$ cat src/rtl/tdm_demux_4ch_pkg.sv
// Shared definitions for the 4-channel TDM demultiplexer.
package tdm_demux_pkg;

  localparam int unsigned NUM_LANES = 4;
  localparam int unsigned SEL_W     = 2;

  typedef enum logic {
    ST_IDLE    = 1'b0,
    ST_COLLECT = 1'b1
  } state_t;

  // Bit offset of lane idx inside the packed y bus.
  function automatic int unsigned lane_lsb(input int unsigned idx, input int unsigned w);
    return idx * w;
  endfunction

  // One-hot write enable for a given lane index.
  function automatic logic [NUM_LANES-1:0] lane_onehot(input logic [SEL_W-1:0] idx);
    logic [NUM_LANES-1:0] oh;
    oh = '0;
    oh[idx] = 1'b1;
    return oh;
  endfunction

endpackage

$ cat src/rtl/tdm_demux_4ch_if.sv
// Bus bundle between the upstream serial source / consumers and the demux.
//
// Handshake: a beat on din is consumed on the rising edge where
// din_valid && din_ready are both high; din_ready is combinational and does
// not depend on din_valid. A beat offered while din_ready is low is not
// consumed and causes no side effect.
interface tdm_demux_4ch_if
  import tdm_demux_pkg::*;
#(
  parameter int unsigned W = 1
);
  logic                   mode;
  logic [SEL_W-1:0]       sel;
  logic [W-1:0]           din;
  logic                   din_valid;
  logic                   din_ready;
  logic                   frame_start;
  logic                   err_clr;
  logic [NUM_LANES*W-1:0] y;
  logic [NUM_LANES-1:0]   y_valid;
  logic                   frame_done;
  logic [SEL_W-1:0]       slot;
  logic                   err_overrun;

  modport master (
    output mode, sel, din, din_valid, frame_start, err_clr,
    input  din_ready, y, y_valid, frame_done, slot, err_overrun
  );

  modport slave (
    input  mode, sel, din, din_valid, frame_start, err_clr,
    output din_ready, y, y_valid, frame_done, slot, err_overrun
  );
endinterface

$ cat src/rtl/tdm_demux_4ch_lane_reg.sv
// One output lane: W-bit held register plus a one-cycle write strobe.
module demux_lane_reg #(
  parameter int unsigned W = 1
) (
  input  logic         clk,
  input  logic         rst_n,
  input  logic         load_i,
  input  logic [W-1:0] d_i,
  output logic [W-1:0] q_o,
  output logic         vld_o
);

  logic [W-1:0] data_q;
  logic         vld_q;

  // Capture data on load and strobe valid for exactly the following cycle.
  always_ff @(posedge clk or negedge rst_n) begin
    if (!rst_n) begin
      data_q <= '0;
      vld_q  <= 1'b0;
    end else begin
      vld_q <= load_i;
      if (load_i) begin
        data_q <= d_i;
      end
    end
  end

  assign q_o   = data_q;
  assign vld_o = vld_q;

endmodule

$ cat src/rtl/tdm_demux_4ch.sv
// 1-to-4 registered demux: direct lane select, or TDM slot walk after a
// frame marker. FSM, slot counter and overrun flag live here.
module tdm_demux_4ch
  import tdm_demux_pkg::*;
#(
  parameter int unsigned W = 1
) (
  input  logic                 clk,
  input  logic                 rst_n,
  tdm_demux_4ch_if.slave       bus,
  output state_t               state_o
);

  state_t               state_q, state_d;
  logic [SEL_W-1:0]     slot_q, slot_d;
  logic                 err_q, err_d;
  logic                 done_q, done_d;
  logic                 err_set;
  logic                 xfer;
  logic [NUM_LANES-1:0] wr_en;
  logic [W-1:0]         lane_q   [NUM_LANES];
  logic [NUM_LANES-1:0] lane_vld;

  assign bus.din_ready = ~bus.mode | (state_q == ST_COLLECT);
  assign xfer          = bus.din_valid & bus.din_ready;

  // Next-state, slot, lane write enables and overrun flag.
  always_comb begin
    state_d = state_q;
    slot_d  = slot_q;
    done_d  = 1'b0;
    err_set = 1'b0;
    wr_en   = '0;
    if (!bus.mode) begin
      // Direct mode parks the framer; leaving a frame open counts as overrun.
      state_d = ST_IDLE;
      slot_d  = '0;
      if (state_q == ST_COLLECT) begin
        err_set = 1'b1;
      end
      if (xfer) begin
        wr_en = lane_onehot(bus.sel);
      end
    end else begin
      case (state_q)
        ST_IDLE: begin
          if (bus.frame_start) begin
            state_d = ST_COLLECT;
            slot_d  = '0;
          end
        end
        ST_COLLECT: begin
          if (bus.frame_start) begin
            // Restart beats any coincident data beat, which is dropped.
            slot_d  = '0;
            err_set = 1'b1;
          end else if (xfer) begin
            wr_en  = lane_onehot(slot_q);
            slot_d = slot_q + 2'd1;
            if (slot_q == 2'd3) begin
              done_d  = 1'b1;
              state_d = ST_IDLE;
            end
          end
        end
        default: begin
          state_d = ST_IDLE;
          slot_d  = '0;
        end
      endcase
    end
    if (err_set) begin
      err_d = 1'b1;
    end else if (bus.err_clr) begin
      err_d = 1'b0;
    end else begin
      err_d = err_q;
    end
  end

  // Control state registers.
  always_ff @(posedge clk or negedge rst_n) begin
    if (!rst_n) begin
      state_q <= ST_IDLE;
      slot_q  <= '0;
      err_q   <= 1'b0;
      done_q  <= 1'b0;
    end else begin
      state_q <= state_d;
      slot_q  <= slot_d;
      err_q   <= err_d;
      done_q  <= done_d;
    end
  end

  for (genvar i = 0; i < NUM_LANES; i++) begin : g_lane
    demux_lane_reg #(.W(W)) u_lane (
      .clk    (clk),
      .rst_n  (rst_n),
      .load_i (wr_en[i]),
      .d_i    (bus.din),
      .q_o    (lane_q[i]),
      .vld_o  (lane_vld[i])
    );
  end

  // Pack the lane registers onto the output bus.
  always_comb begin
    bus.y = '0;
    for (int i = 0; i < NUM_LANES; i++) begin
      bus.y[lane_lsb(i, W) +: W] = lane_q[i];
    end
  end

  assign bus.y_valid     = lane_vld;
  assign bus.frame_done  = done_q;
  assign bus.slot        = slot_q;
  assign bus.err_overrun = err_q;
  assign state_o         = state_q;

endmodule

$ cat src/flat_wrapper.sv
// flat-port wrapper written by rule: the top's interface ports become plain ports
module tdm_demux_4ch_flat import tdm_demux_pkg::*;
#(
  parameter int unsigned W = 1
)
  (clk, rst_n, state_o, bus_mode, bus_sel, bus_din, bus_din_valid, bus_frame_start, bus_err_clr, bus_din_ready, bus_y, bus_y_valid, bus_frame_done, bus_slot, bus_err_overrun);
  tdm_demux_4ch_if #(.W(W)) bus_i ();
  input  logic clk;
  input  logic rst_n;
  output state_t state_o;
  input wire logic [$bits(bus_i.mode)-1:0] bus_mode;
  input wire logic [$bits(bus_i.sel)-1:0] bus_sel;
  input wire logic [$bits(bus_i.din)-1:0] bus_din;
  input wire logic [$bits(bus_i.din_valid)-1:0] bus_din_valid;
  input wire logic [$bits(bus_i.frame_start)-1:0] bus_frame_start;
  input wire logic [$bits(bus_i.err_clr)-1:0] bus_err_clr;
  output wire logic [$bits(bus_i.din_ready)-1:0] bus_din_ready;
  output wire logic [$bits(bus_i.y)-1:0] bus_y;
  output wire logic [$bits(bus_i.y_valid)-1:0] bus_y_valid;
  output wire logic [$bits(bus_i.frame_done)-1:0] bus_frame_done;
  output wire logic [$bits(bus_i.slot)-1:0] bus_slot;
  output wire logic [$bits(bus_i.err_overrun)-1:0] bus_err_overrun;
  assign bus_i.mode = bus_mode;
  assign bus_i.sel = bus_sel;
  assign bus_i.din = bus_din;
  assign bus_i.din_valid = bus_din_valid;
  assign bus_i.frame_start = bus_frame_start;
  assign bus_i.err_clr = bus_err_clr;
  assign bus_din_ready = bus_i.din_ready;
  assign bus_y = bus_i.y;
  assign bus_y_valid = bus_i.y_valid;
  assign bus_frame_done = bus_i.frame_done;
  assign bus_slot = bus_i.slot;
  assign bus_err_overrun = bus_i.err_overrun;
  tdm_demux_4ch #(.W(W)) u_core (.clk(clk), .rst_n(rst_n), .bus(bus_i), .state_o(state_o));
endmodule
$ cat config.mk
export PLATFORM = sky130hd
export DESIGN_NAME = tdm_demux_4ch_flat
export DESIGN_NICKNAME = d
export VERILOG_FILES = /design/src/rtl/tdm_demux_4ch_pkg.sv /design/src/rtl/tdm_demux_4ch_if.sv /design/src/rtl/tdm_demux_4ch_lane_reg.sv /design/src/rtl/tdm_demux_4ch.sv /design/src/flat_wrapper.sv
export SDC_FILE = /design/constraint.sdc
export NUM_CORES = 1
export LEC_CHECK = 0
export ABC_AREA = 1
export BUFFER_PORTS_ARGS = -buffer_cell sky130_fd_sc_hd__buf_2
export CAP_MARGIN = 20
export CORE_MARGIN = 3
export CORE_UTILIZATION = 45
export DETAILED_ROUTE_END_ITERATION = 12
export PLACE_DENSITY = 0.72
export RECOVER_POWER = 100
export SETUP_SLACK_MARGIN = 0.3
export SLEW_MARGIN = 25
export SYNTH_ARGS = -nofsm -noshare
export SYNTH_HDL_FRONTEND = slang
export SYNTH_SLANG_ARGS = --single-unit
$ cat constraint.sdc
create_clock -name clk -period 1.5 [get_ports clk]
set_input_delay 0.3 -clock clk [delete_from_list [all_inputs] [get_ports clk]]
set_output_delay 0.3 -clock clk [all_outputs]
set_load 0.05 [all_outputs]
; ---- Yosys cells after proc, flatten, opt, wreduce, memory -nomap -nowiden
; Index checks and enable logic that the tools add are counted.
[word_totals]
wordCells = 58
inputBits = 9
output_inout_bits = 14
regBits = 13
[classes]
magnitude_cmp = 4
n_addsub = 1
reduce_logical = 4
bitwise_logic = 4
n_mux = 30
n_eq_ne = 3
[ops]
columns = cell, n
row1 = two-way mux 4 bit, 5
row2 = two-way mux 1 bit, 17
row3 = two-way mux 2 bit, 4
row4 = < comparator 2 x 3 -> 1 bit (second input constant), 2
row5 = demux 1 bit (select 2 bit), 2
row6 = >= comparator 2 x 1 -> 1 bit (second input constant), 2
row7 = inequality test 4 bit (second input constant), 1
row8 = one-hot mux 2 bit (2 select lines), 1
row9 = inequality test 3 bit (second input constant), 1
row10 = adder 2 x 1 -> 2 bit (second input constant), 1
row11 = == test 2 bit (second input constant), 1
row12 = logical AND 1 bit, 2
row13 = inverter 1 bit, 2
row14 = one-hot mux 1 bit (2 select lines), 1
row15 = AND reduction 2 bit, 1
row16 = nonzero test 2 bit, 1
row17 = AND 1 bit, 1
row18 = OR 1 bit, 1

; ---- Depth between registers and ports, before layout
; Gate-level depths: netlist of run 1.
[logic_depth]
word_depth = 8
depth_mapped = 7
mapped_depth_nobuf = 7

; ---- Cells and area by module
; From an unflattened synthesis of run 1, not the netlist that was laid out.
[unflattened]
cells_unflattened = 69
hier_area_um2 = 605.6
[modules_own_cells]
columns = mod, seq_area_each_um2, cells_each, n_inst, area_per_inst_um2
row1 = tdm_demux_4ch, 125.1, 45, 1, 345.3
row2 = demux_lane_reg, 50.0, 6, 4, 65.1

; ---- Worst setup path after synthesis of run 1
; OpenSTA, ideal clock, no wires.
[synth_path]
path_type = register -> register
start = register u_core.state_q, in the netlist u_core.state_o
end = register u_core.g_lane[3].u_lane.data_q
required_ns = 1.435
path_stages_with_launch = 7
period_less_slack_ns = 1.725
slack_ns = -0.225
setup_time_ns = 0.065
path_buffers = 0
t_arrival_ns = 1.660
cell_sequence = dfrtp_1 -> inv_2 -> nand2_1 -> nand3_1 -> o21ai_2 -> nand2_1 -> nand2_1
[synth_via]
elab_chain_len = 6
elab_cells_between_ends = 7
classes_between = mux: 5 / bitwise: 2
[synth_lines]
columns = item, line
row1 = "start, declared", tdm_demux_4ch.sv:14  ; state_t state_q, state_d;
row2 = "start signal, assigned", tdm_demux_4ch.sv:89  ; state_q <= state_d;
row3 = OR 1 bit *, tdm_demux_4ch.sv:24  ; assign bus.din_ready = ~bus.mode | (state_q == ST_COLLECT);
row4 = via bus_din_ready, flat_wrapper.sv:17  ; output wire logic [$bits(bus_i.din_ready)-1:0] bus_din_ready;
row5 = AND 1 bit *, tdm_demux_4ch.sv:25  ; assign xfer = bus.din_valid & bus.din_ready;
row6 = two-way mux 4 bit, tdm_demux_4ch.sv:57  ; end else if (xfer) begin
row7 = two-way mux 4 bit, tdm_demux_4ch.sv:53  ; if (bus.frame_start) begin
row8 = two-way mux 4 bit, tdm_demux_4ch.sv:45  ; case (state_q)
row9 = two-way mux 4 bit *, tdm_demux_4ch.sv:34  ; if (!bus.mode) begin
row10 = via u_core.g_lane[3].u_lane.load_i, tdm_demux_4ch_lane_reg.sv:7  ; input logic load_i,
row11 = "end signal, assigned", tdm_demux_4ch_lane_reg.sv:24  ; data_q <= d_i;
row12 = "end, declared", tdm_demux_4ch_lane_reg.sv:13  ; logic [W-1:0] data_q;
; The timed path passes the listed nets; every way through them passes the cells marked *.
; A chain may end at the register's enable or synchronous reset.

; ---- Worst setup path after layout of run 1
[layout_path]
start = register u_core.state_q, in the netlist u_core.state_o
end = output bus_din_ready
[layout_via]
elab_chain_len = 1
[layout_lines]
columns = item, line
row1 = OR 1 bit, tdm_demux_4ch.sv:24
row2 = "end, declared", flat_wrapper.sv:17
; Every way passes these cells.

==> impl_metrics.toml, run 1 <==
[run_status]
status = "finished, final reports clean"

[critical_path]
cpLargestDelayFamily = "flip-flops"
regToRegSetupSlack_ns = 0.26
cp_slowest_stage_delay_ns = 0.44
cp.buffers_inverters = 2
cp-end-kind = "output port"
path_max_fanout = 3
critPathLaunchType = "flip-flop"
crit_slowest_cell = "dfrtp_2"
crit_arrival_ns = 1.06
crit_type = "flip-flop to output port"
worstPathCellList = "inv_4 > nand2_8 > clkbuf_2"
crit_required_ns = 1.20

[power_and_ir_drop]
p_int_uw = 553
power.density_nw_per_um2 = 1040
clockPowerShare_pct = 23.8
seq_power_share_pct = 45.2
p_sw_share_pct = 38.0
power.switching_uw = 338
p_leak_uw = 0.000489
irDropWorstVdd_mv = 0.449
p_comb_share_pct = 31.0

[cells_and_area]
diodes = 0
fillCellCount = 122
nNetsFinal = 118
multi_input_area_um2 = 290
post-route-cell-area_um2 = 855
drive_gt1_share_pct = 30.8
syn2layout_area_growth_pct = 20.5
regArea_um2 = 328

[route]
wire_per_inst_um = 11.1
ant_nets = 0
num_vias = 571
drc = 0
routed_wl_um = 1320
drt_iter0_drc = 7
vias_per_cell = 4.80
drt_pass1_iterations = 4

[logic_synthesis]
yosysSeqAreaShare_pct = 45.9
ys_async_sr_fraction_pct = 100
synth_top_cell_by_area = "dfrtp_1"
ys_types = 15
synthTopCellsByArea = "dfrtp_1, nand2_1, nand3_1, buf_4, ha_1"
synth_area_um2 = 709
yosys_register_bits = 13
synth_edf_count = 0
synth_common_cells = "nand2_1, dfrtp_1, nand3_1"
yosysMostFrequentCell = "nand2_1"
yosysTopAreaCellShare_pct = 45.9
synth_cells = 82
synthesis.nets = 95
ys.flop_type = "dfrtp_1"
yosys_warnings = 0
syn_area_per_cell_um2 = 8.65

[die]
num_rows = 13
ios = 23
die-area_um2 = 2090
die_y_um = 45.7
initial_core_util_pct = 51.3
die_w_um = 45.7
coreArea_um2 = 1380

[global_route]
grt_max_degree = 14
globalRouteOverflowTotal = 0
grt_util_all_layers_pct = 14.7
grt_pass1_wl_um = 2220
grt_pass1_vias = 537
antenna_found_initial = 0

[timing]
slew_viol_final = 0
rsz0062_at_grt = "yes"
finalCritPeriodShare_pct = 90.6
setup_viol = 0
finalClockSkew_ns = 0.00444
relSlewSlack_pct = 54.7
tightest_slew_ns = 0.679
fmaxAchievable_mhz = 736
fin_crit_ns = 1.36
tns_ns = 0
hold_viol_final = 0

[cts]
cts_buffer_depth = 2
htreeDepth = 1
cts_root_buffer = "clkbuf_4"
numClockSinks = 13
cts_buffers = 3
clkLatencyLatePin_ns = 0.27
cts.clk_slew.worst_paths_ns = 0.08
cts_tree = "yes"

[placement]
portBuffers = 22
post-dp-hpwl_um = 965
place_area_um2 = 806
place_congestion = 0.826

[flow_run]
drv_cap = 0

[worst_hold_path]
hp-class = "input pin to flip-flop"
-- layer usage --
metal  up-vias  track usage [%]  share of wire, %
met5         -                0                 0
met4         0             5.11              0.84
met3         2             3.56               7.5
met2        22             24.5                49
met1       255             18.3                43
li1        292                -                 -
-- layout make-up --
type | count | share of cell area (%)
Sequential cell | 13 | 38.4
Multi-Input combinational cell | 48 | 34.0
Timing Repair Buffer | 26 | 16.4
Inverter | 13 | 6.00
Clock buffer | 4 | 3.07
Tap cell | 15 | 2.20
-- cells in the final DEF (no fill, tap or decap) --
cell type	instances
dfrtp_2	2
o22ai_1	1
clkbuf_1	6
nand3_1	12
buf_2	7
dlygate4sd3_1	1
clkbuf_4	3
a21oi_1	3
inv_2	1
nor2_8	1
clkbuf_2	10
inv_1	11
o21ai_1	1
nor2_1	2
dfrtp_1	11
ha_1	4
nand2_8	1
buf_4	2
buf_6	1
inv_4	1
a21oi_4	1
nand2_2	2
o21ai_0	2
nand2_1	18
-- metrics by stage --
| stage | hold slack [ns] | setup slack, ns | utilization, % | cells | total power [µW] |
|---|---|---|---|---|---|
| 2_1_floorplan | 0.00441 | 0.264 | - | 82 | 648 |
| 3_3_place_gp | 0.198 | 0.320 | 58.3 | 111 | 678 |
| 3_5_place_dp | 0.199 | 0.275 | 58.3 | 111 | 682 |
| 4_1_cts | 0.223 | 0.219 | 63.1 | 118 | 899 |
| 5_1_grt | 0.219 | 0.104 | 61.8 | 119 | 926 |
| 6_report | 0.220 | 0.142 | 61.8 | 119 | 891 |
-- worst register-to-register path, delay by kind of cell, from the launching register on --
kind                   cells  cell delay (ns)
AOI/OAI and AO/OA          2             0.35
buffers and inverters      2             0.19
DFF                        1             0.40
and+or+nand+nor            3             0.24
-- final timing paths --
check | from | to | cells past startpoint
worst max-delay path | u_core.state_o | bus_din_ready | 3
worst min-delay path | bus_err_clr | u_core.bus.err_overrun | 2
worst max register to register | u_core.state_o | u_core.g_lane[3].u_lane.q_o | 7
worst min register to register | u_core.g_lane[0].u_lane.q_o | u_core.g_lane[0].u_lane.q_o | 2
max in group asynchronous | rst_n | u_core.state_o | 2
min in group asynchronous | rst_n | u_core.bus.frame_done | 2
-- logic make-up (layout without fill, tap and decap cells) --
kind of cell               count (synthesis)  count (layout)  synth area share (%)
DFF                                       13              13                  45.9
and+or+nand+nor                           36              36                  23.8
buffers and inverters                     21              43                  15.3
AOI/OAI and AO/OA                          8               8                  7.94
adders and majority gates                  4               4                  7.05
-- registers in the layout, indices dropped and copies added (netlist names) --
name                        flops
u_core.bus.frame_done           1
u_core.bus.slot                 2
u_core.bus.err_overrun          1
u_core.g_lane.u_lane.vld_o      4
u_core.state_o                  1
u_core.g_lane.u_lane.q_o        4
-- timing repair --
action	4_1_cts	5_1_grt
hold buffers	1	0
gates cloned	0	0
hold endpoints to repair	13	0
gates resized for setup	5	9
endpoints found under the setup margin	4	11
pin swaps	0	3
setup buffers	2	1
-- power by group through the flow --
stage	Sequential, µW	Clock [µW]	Combinational, µW
detailed placement	412	0	269
CTS	403	212	283
floorplan	431	0	216
global placement	411	0	267
global route	407	225	294
finish	403	212	276
Note: power is estimated with default switching activity, not from simulation.
==> inputs of run 2 (changes only) <==
--- a/config.mk
+++ b/config.mk
@@ -10,6 +10,7 @@
 export CAP_MARGIN = 20
 export CORE_MARGIN = 3
 export CORE_UTILIZATION = 45
+export CTS_BUF_LIST = sky130_fd_sc_hd__clkbuf_4
 export DETAILED_ROUTE_END_ITERATION = 12
 export PLACE_DENSITY = 0.72
 export RECOVER_POWER = 100
==> run 2 against run 1 <==
Against the previous run: register-to-register slack about the same; sequential share of layout area down 0.056 points; fmax up 0.19%; largest power group unchanged; highest routed layer unchanged.
==> impl_metrics.toml, run 2 (synthesis gave the netlist of run 1 again) <==
[run_status]
status = "finished, final reports clean"

[die]
num_rows = 13
initial_core_util_pct = 51.3
die_y_um = 45.7
die-area_um2 = 2090
coreArea_um2 = 1380
die_w_um = 45.7
ios = 23

[cells_and_area]
diodes = 0
mostFrequentLayoutCells = "nand2_1, nand3_1, inv_1, dfrtp_1, clkbuf_2"
final_common_cell = "nand2_1"
post-route-cell-area_um2 = 856
nNetsFinal = 118
fillCellCount = 118
syn2layout_area_growth_pct = 20.6
drive_gt1_share_pct = 30.8

[route]
drc = 0
routed_wl_um = 1300
ant_nets = 0
wire_per_inst_um = 10.9
num_vias = 566
vias_per_cell = 4.76
drt_iter0_drc = 7
drt_pass1_iterations = 4

[cts]
cts_buffers = 3
htreeDepth = 1
cts_buffer_depth = 2
clkLatencyLatePin_ns = 0.27
cts.clk_slew.worst_paths_ns = 0.08
cts_tree = "yes"
cts_root_buffer = "clkbuf_4"
numClockSinks = 13

[critical_path]
regToRegSetupSlack_ns = 0.26
worst-r2r-cell-count = 7
worstPathCellList = "clkbuf_1"
cp_slowest_stage_delay_ns = 0.46
crit_required_ns = 1.20
crit_type = "flip-flop to output port"
path_max_fanout = 1
cp.buffers_inverters = 1
cp-end-kind = "output port"
critPathLaunchType = "flip-flop"
reg2reg_to = "u_core.g_lane[3].u_lane.q_o"
crit_arrival_ns = 1.06
reg2reg_from = "u_core.state_o"
crit_slowest_cell = "clkbuf_1"
cpLargestDelayFamily = "buffers and inverters"

[placement]
place_area_um2 = 806
place_congestion = 0.826
post-dp-hpwl_um = 965
portBuffers = 22

[timing]
tns_ns = 0
fmaxAchievable_mhz = 738
finalCritPeriodShare_pct = 90.4
hold_viol_final = 0
finalClockSkew_ns = 0.00703
slew_viol_final = 0
relSlewSlack_pct = 54.1
setup_viol = 0
tightest_slew_ns = 0.689
rsz0062_at_grt = "yes"
fin_crit_ns = 1.36

[power_and_ir_drop]
p_int_uw = 571
p_sw_share_pct = 37.4
irDropWorstVdd_mv = 0.454
clockPowerShare_pct = 25.6
seq_power_share_pct = 44.3
power.density_nw_per_um2 = 1060
power.switching_uw = 340
p_leak_uw = 0.000492
p_comb_share_pct = 30.1

[global_route]
grt_pass1_vias = 536
grt_max_degree = 14
globalRouteOverflowTotal = 0
grt_pass1_wl_um = 2200
antenna_found_initial = 0
grt_util_all_layers_pct = 14.5

[flow_run]
drv_cap = 0

[worst_hold_path]
hp-start = "bus_err_clr"
hold_depth = 2
hp-class = "input pin to flip-flop"
hold-path-endpoint = "u_core.bus.err_overrun"
run 2: cell types whose count changed in the layout (fill, tap and decap cells not counted):
cell / change
clkbuf_1: -1
nand2_2: -1
nand2_1: +1
clkbuf_2: -1
buf_2: +1
clkbuf_4: +1
run 2: area by class of cell:
type | count | area (µm²) | area share [%]
well taps | 15 | 18.8 | 2.19
clock buffers | 4 | 30.0 | 3.51
repair buffers | 26 | 140 | 16.4
flip-flops and latches | 13 | 328 | 38.3
multi-input cells | 48 | 288 | 33.6
inverters | 13 | 51.3 | 5.99
run 2: worst max path at each step:
stage / start / endpoint / cells past startpoint
6_report: u_core.g_lane[2].u_lane.vld_o / bus_y_valid[2] / 1
3_5_place_dp: bus_mode / u_core.g_lane[1].u_lane.q_o / 8
4_1_cts: u_core.state_o / bus_din_ready / 3
2_1_floorplan: u_core.state_o / u_core.g_lane[3].u_lane.q_o / 5
3_3_place_gp: bus_mode / u_core.g_lane[1].u_lane.q_o / 8
5_1_grt: u_core.g_lane[3].u_lane.vld_o / bus_y_valid[3] / 1
run 2: layer usage:
| layer | vias up | GRT usage, % | share of wire, % |
|---|---|---|---|
| li1 | 293 | - | - |
| met1 | 256 | 17.8 | 43 |
| met2 | 15 | 24.5 | 50 |
| met3 | 2 | 3.56 | 6.3 |
| met4 | 0 | 5.11 | 0.85 |
| met5 | - | 0 | 0 |
run 2: repair_timing:
action | in CTS | in global routing
hold buffers | 1 | 0
resized for setup | 5 | 9
buffers inserted | 2 | 1
endpoints found under the setup margin | 4 | 12
endpoints found under the hold margin | 13 | 0
pin swaps | 0 | 3
run 2: power groups by stage:
stage,Clock (µW),Sequential (µW),Combinational [µW]
2_1_floorplan,0,431,216
3_3_place_gp,0,411,267
3_5_place_dp,0,412,269
4_1_cts,232,403,284
5_1_grt,243,407,293
6_report,233,403,274
run 2: through the flow:
step,hold WS [ns],cells,utilization (%),total power (µW),setup slack (ns)
2_1_floorplan,0.00441,82,-,648,0.264
3_3_place_gp,0.198,111,58.3,678,0.320
3_5_place_dp,0.199,111,58.3,682,0.275
4_1_cts,0.221,118,63.3,919,0.216
5_1_grt,0.218,119,61.9,943,0.104
6_report,0.215,119,61.9,911,0.144
